$ cat src/rtl/me_pkg.sv
// ============================================================================
// Module      : me_pkg
// Description : Shared state encoding and geometry constants for the motion
//               estimation sequencer.
// Revision    : 1.0 - initial release
// ============================================================================
`default_nettype none

package me_pkg;

    localparam int unsigned RMEM_MAX   = 256;
    localparam int unsigned SMEM_MAX   = 1024;
    localparam int unsigned BLK_DIM    = 16;
    localparam int unsigned WIN_STRIDE = 32;
    localparam int unsigned STREAM_LEN = 271;

    localparam int unsigned RADDR_W = $clog2(RMEM_MAX);
    localparam int unsigned SADDR_W = $clog2(SMEM_MAX);

    typedef enum logic [2:0] {
        ST_IDLE    = 3'd0,
        ST_CLEAR   = 3'd1,
        ST_STREAM  = 3'd2,
        ST_COLLECT = 3'd3,
        ST_DONE    = 3'd4
    } me_state_t;

endpackage

`default_nettype wire

$ cat src/rtl/me_best_tracker.sv
// ============================================================================
// Module      : me_best_tracker
// Description : Keeps the smallest candidate distance and its displacement;
//               strict-less compare so ties keep the earlier candidate.
// Revision    : 1.0 - initial release
// ============================================================================
`default_nettype none

module me_best_tracker (
    input  logic       clk,
    input  logic       rst,
    input  logic       i_clear,
    input  logic       i_beat,
    input  logic [7:0] i_dist,
    input  logic [3:0] i_idx,
    input  logic [3:0] i_row,
    output logic [7:0] o_best_dist,
    output logic [3:0] o_motion_x,
    output logic [3:0] o_motion_y
);

    logic [7:0] r_best;
    logic [3:0] r_mx;
    logic [3:0] r_my;

    always_ff @(posedge clk or posedge rst) begin
        if (rst) begin
            r_best <= 8'hFF;
            r_mx   <= '0;
            r_my   <= '0;
        end else if (i_clear) begin
            r_best <= 8'hFF;
            r_mx   <= '0;
            r_my   <= '0;
        end else if (i_beat && (i_dist < r_best)) begin
            r_best <= i_dist;
            r_mx   <= i_idx;
            r_my   <= i_row;
        end
    end

    assign o_best_dist = r_best;
    assign o_motion_x  = r_mx;
    assign o_motion_y  = r_my;

endmodule

`default_nettype wire

$ cat src/rtl/me_sequencer.sv
// ============================================================================
// Module      : me_sequencer
// Description : Full-search motion estimation sequencer: streams R/S addresses
//               row by row and collects 16 PE distances per candidate row.
//               Optional macro ME_SEQ_EARLY_EXIT_EN ends the search on a zero
//               distance.
// Revision    : 1.0 - initial release
// ============================================================================
`default_nettype none

module me_sequencer
    import me_pkg::*;
(
    input  logic               clk,
    input  logic               reset,
    input  logic               start,
    output logic [RADDR_W-1:0] AddressR,
    output logic [SADDR_W-1:0] AddressS1,
    output logic [SADDR_W-1:0] AddressS2,
    output logic               acc_clear,
    output logic               acc_en,
    input  logic               dist_valid,
    input  logic [7:0]         dist_in,
    input  logic [3:0]         dist_idx,
    output logic               busy,
    output logic               completed,
    output logic [7:0]         BestDist,
    output logic [3:0]         motionX,
    output logic [3:0]         motionY
);

    localparam logic [8:0] c_STREAM_LAST = 9'(STREAM_LEN - 1);
    localparam logic [3:0] c_LAST_IDX    = 4'(BLK_DIM - 1);

    me_state_t r_state;
    me_state_t w_next;
    logic [3:0] r_dy;
    logic [8:0] r_c;
    logic [3:0] r_beat;

    logic w_start_acc;
    logic w_beat;
    logic w_zero_hit;
    logic w_tail;
    logic [3:0] w_row;
    logic [4:0] w_win_row;
    logic [SADDR_W-1:0] w_s1;

`ifdef ME_SEQ_EARLY_EXIT_EN
    assign w_zero_hit = (dist_in == 8'd0);
`else
    assign w_zero_hit = 1'b0;
`endif

    always_ff @(posedge clk or posedge reset) begin
        if (reset) begin
            r_state <= ST_IDLE;
        end else begin
            r_state <= w_next;
        end
    end

    always_comb begin
        w_next      = r_state;
        w_start_acc = 1'b0;
        w_beat      = 1'b0;
        acc_clear   = 1'b0;
        acc_en      = 1'b0;
        busy        = 1'b0;
        completed   = 1'b0;
        case (r_state)
            ST_IDLE: begin
                if (start) begin
                    w_start_acc = 1'b1;
                    w_next      = ST_CLEAR;
                end
            end
            ST_DONE: begin
                completed = 1'b1;
                if (start) begin
                    w_start_acc = 1'b1;
                    w_next      = ST_CLEAR;
                end
            end
            ST_CLEAR: begin
                busy      = 1'b1;
                acc_clear = 1'b1;
                w_next    = ST_STREAM;
            end
            ST_STREAM: begin
                busy   = 1'b1;
                acc_en = 1'b1;
                if (r_c == c_STREAM_LAST) begin
                    w_next = ST_COLLECT;
                end
            end
            ST_COLLECT: begin
                busy = 1'b1;
                if (dist_valid) begin
                    w_beat = 1'b1;
                    if (w_zero_hit) begin
                        w_next = ST_DONE;
                    end else if (r_beat == c_LAST_IDX) begin
                        w_next = (r_dy == c_LAST_IDX) ? ST_DONE : ST_CLEAR;
                    end
                end
            end
            default: w_next = ST_IDLE;
        endcase
    end

    always_ff @(posedge clk or posedge reset) begin
        if (reset) begin
            r_dy   <= '0;
            r_c    <= '0;
            r_beat <= '0;
        end else begin
            if (w_start_acc) begin
                r_dy <= '0;
            end
            if (r_state == ST_CLEAR) begin
                r_c    <= '0;
                r_beat <= '0;
            end
            if (r_state == ST_STREAM) begin
                r_c <= r_c + 9'd1;
            end
            if (w_beat) begin
                r_beat <= r_beat + 4'd1;
                if ((r_beat == c_LAST_IDX) && (r_dy != c_LAST_IDX)) begin
                    r_dy <= r_dy + 4'd1;
                end
            end
        end
    end

    // Past the 256 pixels the tail stays on block row 15; its column (c-256)
    // equals c[3:0] over the tail range.
    assign w_tail    = (r_c >= 9'(RMEM_MAX));
    assign w_row     = w_tail ? c_LAST_IDX : r_c[7:4];
    assign w_win_row = {1'b0, r_dy} + {1'b0, w_row};
    assign w_s1      = SADDR_W'(w_win_row) * SADDR_W'(WIN_STRIDE) + SADDR_W'(r_c[3:0]);

    assign AddressR  = (r_state != ST_STREAM) ? '0 :
                       (w_tail ? RADDR_W'(RMEM_MAX - 1) : r_c[7:0]);
    assign AddressS1 = (r_state == ST_STREAM) ? w_s1 : '0;
    assign AddressS2 = (r_state == ST_STREAM) ? (w_s1 + SADDR_W'(BLK_DIM)) : '0;

    me_best_tracker u_best (
        .clk         (clk),
        .rst         (reset),
        .i_clear     (w_start_acc),
        .i_beat      (w_beat),
        .i_dist      (dist_in),
        .i_idx       (dist_idx),
        .i_row       (r_dy),
        .o_best_dist (BestDist),
        .o_motion_x  (motionX),
        .o_motion_y  (motionY)
    );

endmodule

`default_nettype wire
$ cat config.mk
export PLATFORM = sky130hd
export DESIGN_NAME = me_sequencer
export DESIGN_NICKNAME = d
export VERILOG_FILES = /design/src/rtl/me_pkg.sv /design/src/rtl/me_best_tracker.sv /design/src/rtl/me_sequencer.sv
export SDC_FILE = /design/constraint.sdc
export NUM_CORES = 1
export LEC_CHECK = 0
export CAP_MARGIN = 10
export CORE_UTILIZATION = 50
export CTS_BUF_LIST = sky130_fd_sc_hd__clkbuf_16
export CTS_CLUSTER_DIAMETER = 50
export DETAILED_ROUTE_END_ITERATION = 6
export DONT_BUFFER_PORTS = 1
export HOLD_SLACK_MARGIN = 0.06
export SYNTH_ARGS = -nofsm -noshare
export SYNTH_HDL_FRONTEND = slang
export SYNTH_SLANG_ARGS = --single-unit
$ cat constraint.sdc
create_clock -name clk -period 4.2 [get_ports clk]
set_input_delay 1.05 -clock clk [delete_from_list [all_inputs] [get_ports clk]]
set_output_delay 1.05 -clock clk [all_outputs]
set_load 0.02 [all_outputs]
# Word-level counts from Yosys, hierarchy flattened
# Cells that the tools add are included.
[classes]
add_sub_neg = 6
n_mul = 0
div_mod_pow = 0
n_lt_le_gt_ge = 2
eq_ne = 13
shifts = 0
muxes = 32
bitwise = 0
reduce_logical = 9
[op_table]
columns = ["op", "count"]
rows = [
  ["$mux W4", 10],
  ["$mux W8", 4],
  ["$mux W10", 2],
  ["$mux W9", 2],
  ["$mux W3", 5],
  ["$pmux W3 S4", 1],
  ["$add A10 B4 Y10", 1],
  ["$add A10 B5 Y10 const B", 1],
  ["$add A9 B1 Y9 const B", 1],
  ["$eq A9 B9 Y1 const B", 1],
  ["$ge A9 B9 Y1 const B", 1],
  ["$add A4 B1 Y4 const B", 2],
  ["$eq A4 B4 Y1 const B", 2],
  ["$lt A8 B8 Y1", 1],
  ["$mux W1", 8],
  ["$eq A3 B2 Y1 const B", 2],
  ["$ne A2 B2 Y1 const B", 3],
  ["$reduce_bool A2 Y1", 3],
  ["$add A4 B4 Y5", 1],
  ["$ne A4 B4 Y1 const B", 1],
  ["$reduce_and A4 Y1", 1],
  ["$eq A3 B1 Y1 const B", 1],
  ["$eq A3 B3 Y1 const B", 1],
  ["$logic_not A3 Y1", 1],
  ["other kinds (5)", 6],
]
[totals]
register_bits = 36
latch_bits = 0
mem_bits_rw = 0
mem_bits_ro = 0
inputBits = 16
out_inout_bits = 48
n_memories = 0

# Depth between registers and ports, before layout
[depth]
word_depth = 6
depth_mapped = 9
ltp_nobuf = 7

# Modules after synthesis
# A second synthesis with hierarchy kept.
[unflattened]
cells_unflattened = 260
area_unflattened_um2 = 2354.8
[modules_own_cells]
columns = ["module", "instances", "cells_each", "area_per_inst_um2"]
rows = [
  ["me_sequencer", 1, 165, 1390.1],
  ["me_best_tracker", 1, 95, 964.7],
]

# Worst setup path after synthesis
# OpenSTA, ideal clock, no wires.
[synth_timing]
path_kind = "register to output"
from = "register r_c[8]"
to = "output AddressS2[7]"
arrival_ps = 2050
required_ps = 3150
setup_slack_ps = 1100
stages_incl_launch_ff = 7
n_path_buf = 2
path_cell_list = "dfrtp_1 > clkbuf_1 > or2_2 > ha_1 > nor2b_1 > nor3_1 > buf_4"
[synth_via]
elab_chain_cells = 6
[synth_rtl]
columns = ["element", "line", "text"]
rows = [
  ["from (decl)", "me_sequencer.sv:38", "logic [8:0] r_c;"],
  ["from (signal assigned)", "me_sequencer.sv:126", "r_c <= r_c + 9'd1;"],
  ["$ge A9 B9 Y1", "me_sequencer.sv:139", "assign w_tail = (r_c >= 9'(RMEM_MAX));"],
  ["$mux W4", "me_sequencer.sv:140", "assign w_row = w_tail ? c_LAST_IDX : r_c[7:4];"],
  ["$add A4 B4 Y5", "me_sequencer.sv:141", "assign w_win_row = {1'b0, r_dy} + {1'b0, w_row};"],
  ["$add A10 B4 Y10", "me_sequencer.sv:142", "assign w_s1 = SADDR_W'(w_win_row) * SADDR_W'(WIN_STRIDE) + SADDR_W'(r_c[3:0]);"],
  ["$add A10 B5 Y10", "me_sequencer.sv:147", "assign AddressS2 = (r_state == ST_STREAM) ? (w_s1 + SADDR_W'(BLK_DIM)) : '0;"],
  ["$mux W10", "me_sequencer.sv:147", ""],
  ["to (decl)", "me_sequencer.sv:19", "output logic [SADDR_W-1:0] AddressS2,"],
]
# Every way passes these cells.

# Worst setup path after layout
[layout_timing]
from = "register r_c[8]"
to = "output AddressS1[6]"
[layout_via]
elab_chain_cells = 5
[layout_rtl]
columns = ["element", "line", "text"]
rows = [
  ["$ge A9 B9 Y1", "me_sequencer.sv:139", ""],
  ["$mux W4", "me_sequencer.sv:140", ""],
  ["$add A4 B4 Y5", "me_sequencer.sv:141", ""],
  ["$add A10 B4 Y10", "me_sequencer.sv:142", ""],
  ["$mux W10", "me_sequencer.sv:146", "assign AddressS1 = (r_state == ST_STREAM) ? w_s1 : '0;"],
  ["to (decl)", "me_sequencer.sv:18", "output logic [SADDR_W-1:0] AddressS1,"],
]
# Every way passes these cells.

==> impl_metrics.ini <==
[yosys]
synthTopCellsByArea = dfrtp_1 (31%), dfstp_2 (9.2%), ha_1 (8.2%), nand2_1 (5.4%), o21ai_0 (4.4%)
avgSynthCellArea_um2 = 9.10
syn_area_um2 = 2290
synth_cell_types = 46
synth_edf_count = 0
synth_nets = 284
synth_top_area_share_pct = 30.6
async_flop_share_pct = 100
ys_seq_area_share_pct = 39.7
syn_inst = 252
ys_warn_count = 0
synth_top_cell_by_area = dfrtp_1
ys_seq_elements = 36
synth_flop_cell = dfrtp_1

[routing]
viasPerCell = 5.56
wire_per_inst_um = 14.9
first_pass_iters = 4
drc = 0
vias = 1663
drtIter0Drc = 75
wl_mm = 4.47
ant_nets = 0

[die]
coreArea_um2 = 4380
io-pin-count = 64
rows = 24
die_area_um2 = 4860
chipHeight_um = 69.7
die_x_um = 69.7
start_util_pct = 52.3

[setup_path]
start_kind = flip-flop
setup.worst_path.end_class = output port
cp_max_fo = 11
cp_cell_sequence = or2_2, ha_1, inv_1, fa_1, nor2_1
crit_type = reg2out
max_stage_delay_ns = 0.59
slowest_stage = nor2_1
worstSetupStartpoint = r_c[8]
worstPathRequired_ns = 3.15
cp_num_cells = 5
cp_top_family = simple AND/OR/NAND/NOR gates
worstPathBufferInverterCount = 1
rrSetupSlack_ns = 1.63
timing.rr.start = u_best.o_best_dist[2]
cp_data_arrival_time_ns = 2.36
rr_worst_depth = 7

[finish]
final_area_um2 = 2420
n_antenna_cell = 0
final_util_pct = 55.1
areaGrowthSynthToFinish_pct = 5.40
drive_gt1_share_pct = 16.6
nets = 278

[pwr]
p_int_w = 0.000889
power.leakage_nw = 1.15
powerDensity_nw_per_um2 = 639
clkPwrFrac_pct = 23.3
swShare_pct = 42.4
seqPwrFrac_pct = 42.6
netSwitchingPower_w = 0.000655
combPwrFrac_pct = 34.1
max-vdd-ir-drop_v = 0.000350

[cts]
htree_levels = 2
path_clk_slew_ns = 0.06
ctsResizeCount = 0
insertion_delay_ns = 0.28
cts_buffer_depth = 2
tritoncts = yes
clock_sinks = 36
numCtsBuffers = 5
cts_root_buffer = clkbuf_16
cts_setup_buffers = 0
cts.hold.buffers_added = 0

[sta]
drv_slew = 0
tightest_slew_ns = 0.998
layout_min_cycle_time_ns = 3.41
finalSetupTns_ns = 0
relSlewSlack_pct = 33.4
fin_skew_ns = 0.00726
finalSetupViolCount = 0
finalCritPeriodShare_pct = 81.3
finalHoldViolCount = 0
clock.fmax_mhz = 293
grt_setup_unrepaired = no

[global_route]
overflow = 0
grt_pass1_vias = 1704
grt_start_max_net_pins = 28
grt_pass1_wl_mm = 8.03
track_usage_pct = 20.8
antenna_found_initial = 0

[min_path]
hp-class = reg2reg
min_from = r_beat[2]
hold_depth = 1

[place]
port_buffers = 0
gp_congestion = 0.764
hpwlAfterDp_mm = 3.10
place_area_um2 = 2280

[status]
status = complete, no violations

[job]
maxCapViolCount = 0
per-layer routing:
metal / up-vias / track usage (%) / wire length [um]
li1: 827 / - / -
met1: 772 / 28.2 / 2150
met2: 57 / 32.0 / 1940
met3: 7 / 6.25 / 318
met4: 0 / 6.67 / 57
met5: - / 0 / 0
flip-flops by register name (all words and copies together), names as in the netlist:
signal	count
r_dy	4
r_state	3
u_best.o_motion_x	4
u_best.o_motion_y	4
r_beat	4
r_c	9
u_best.o_best_dist	8
placed cells by master (no fill, tap or decap), types with 5 or more instances in the layout:
cell | netlist | layout
and2_1 | 8 | 8
mux2i_1 | 8 | 8
inv_1 | 23 | 23
ha_1 | 15 | 15
dfrtp_1 | 28 | 28
mux2_2 | 6 | 6
dfstp_2 | 8 | 8
o21ai_0 | 20 | 20
clkbuf_16 | 0 | 5
nand3_1 | 13 | 13
buf_4 | 12 | 6
nor2_1 | 23 | 23
nand2_1 | 33 | 33
power by group through the flow:
stage,clock (W),sequential (W),combinational (W)
final,0.000360,0.000657,0.000526
after global routing,0.000380,0.000678,0.000606
after CTS,0.000366,0.000657,0.000531
after detailed placement,0,0.000663,0.000529
after global placement,0,0.000659,0.000521
after floorplan,0,0.000627,0.000506
worst paths after layout:
check	to
worst max-delay path	AddressS1[6]
worst min-delay path	r_beat[2]
worst max register to register	u_best.o_best_dist[7]
worst min register to register	r_beat[2]
max in group asynchronous	u_best.o_best_dist[0]
min in group asynchronous	u_best.o_motion_x[3]
cell usage after synthesis (2+ instances only):
cell type,instances
a21o_1,2
a21oi_1,4
a31oi_1,2
and2_1,8
and4_1,2
buf_4,12
clkbuf_1,4
dfrtp_1,28
dfstp_2,8
ha_1,15
inv_1,23
mux2_2,6
mux2_4,2
mux2i_1,8
nand2_1,33
nand2b_1,3
nand3_1,13
nor2_1,23
nor2b_1,2
nor3_1,2
nor4_1,2
o211ai_1,2
o21ai_0,20
o31ai_1,3
or2_2,3
xor2_1,2
worst reg2reg max path: cells and delay by family (launching register included):
kind                     cells  cell delay, ns
AO/OA/AOI/OAI                3            0.86
adder cells (fa/ha/maj)      1            0.29
buffers and inverters        2            0.40
flip-flops                   1            0.59
multiplexers                 1            0.36
kinds of logic (layout without fill, tap and decap cells):
| group | Yosys count | after routing | share of synthesized area [%] |
|---|---|---|---|
| buffers and inverters | 43 | 38 | 9.38 |
| AO/OA/AOI/OAI | 40 | 40 | 11.7 |
| XOR/XNOR | 3 | 3 | 1.15 |
| multiplexers | 16 | 16 | 7.75 |
| flip-flops | 36 | 36 | 39.7 |
| adder cells (fa/ha/maj) | 16 | 16 | 9.06 |
| other | 1 | 1 | 0.164 |
| AND/OR/NAND/NOR | 97 | 97 | 21.1 |
through the flow:
step	total power, W	hold slack (ns)	cells	setup slack, ns
2_1_floorplan	0.00113	0.465	252	1.10
6_report	0.00154	0.511	299	0.787
4_1_cts	0.00156	0.513	299	0.785
5_1_grt	0.00166	0.558	299	0.642
3_5_place_dp	0.00119	0.503	291	1.09
3_3_place_gp	0.00118	0.508	291	1.13
area by class of cell:
class                      count  area [um^2]
sequential                    36          911
fill                         431         1970
tap                           52         65.1
multi-input combinational    173         1170
clock inverter                 3         13.8
timing repair buffer           6         45.0
inverter                      24         90.1
clock buffer                   5          125
No activity file was read; power rests on OpenSTA's default activity.
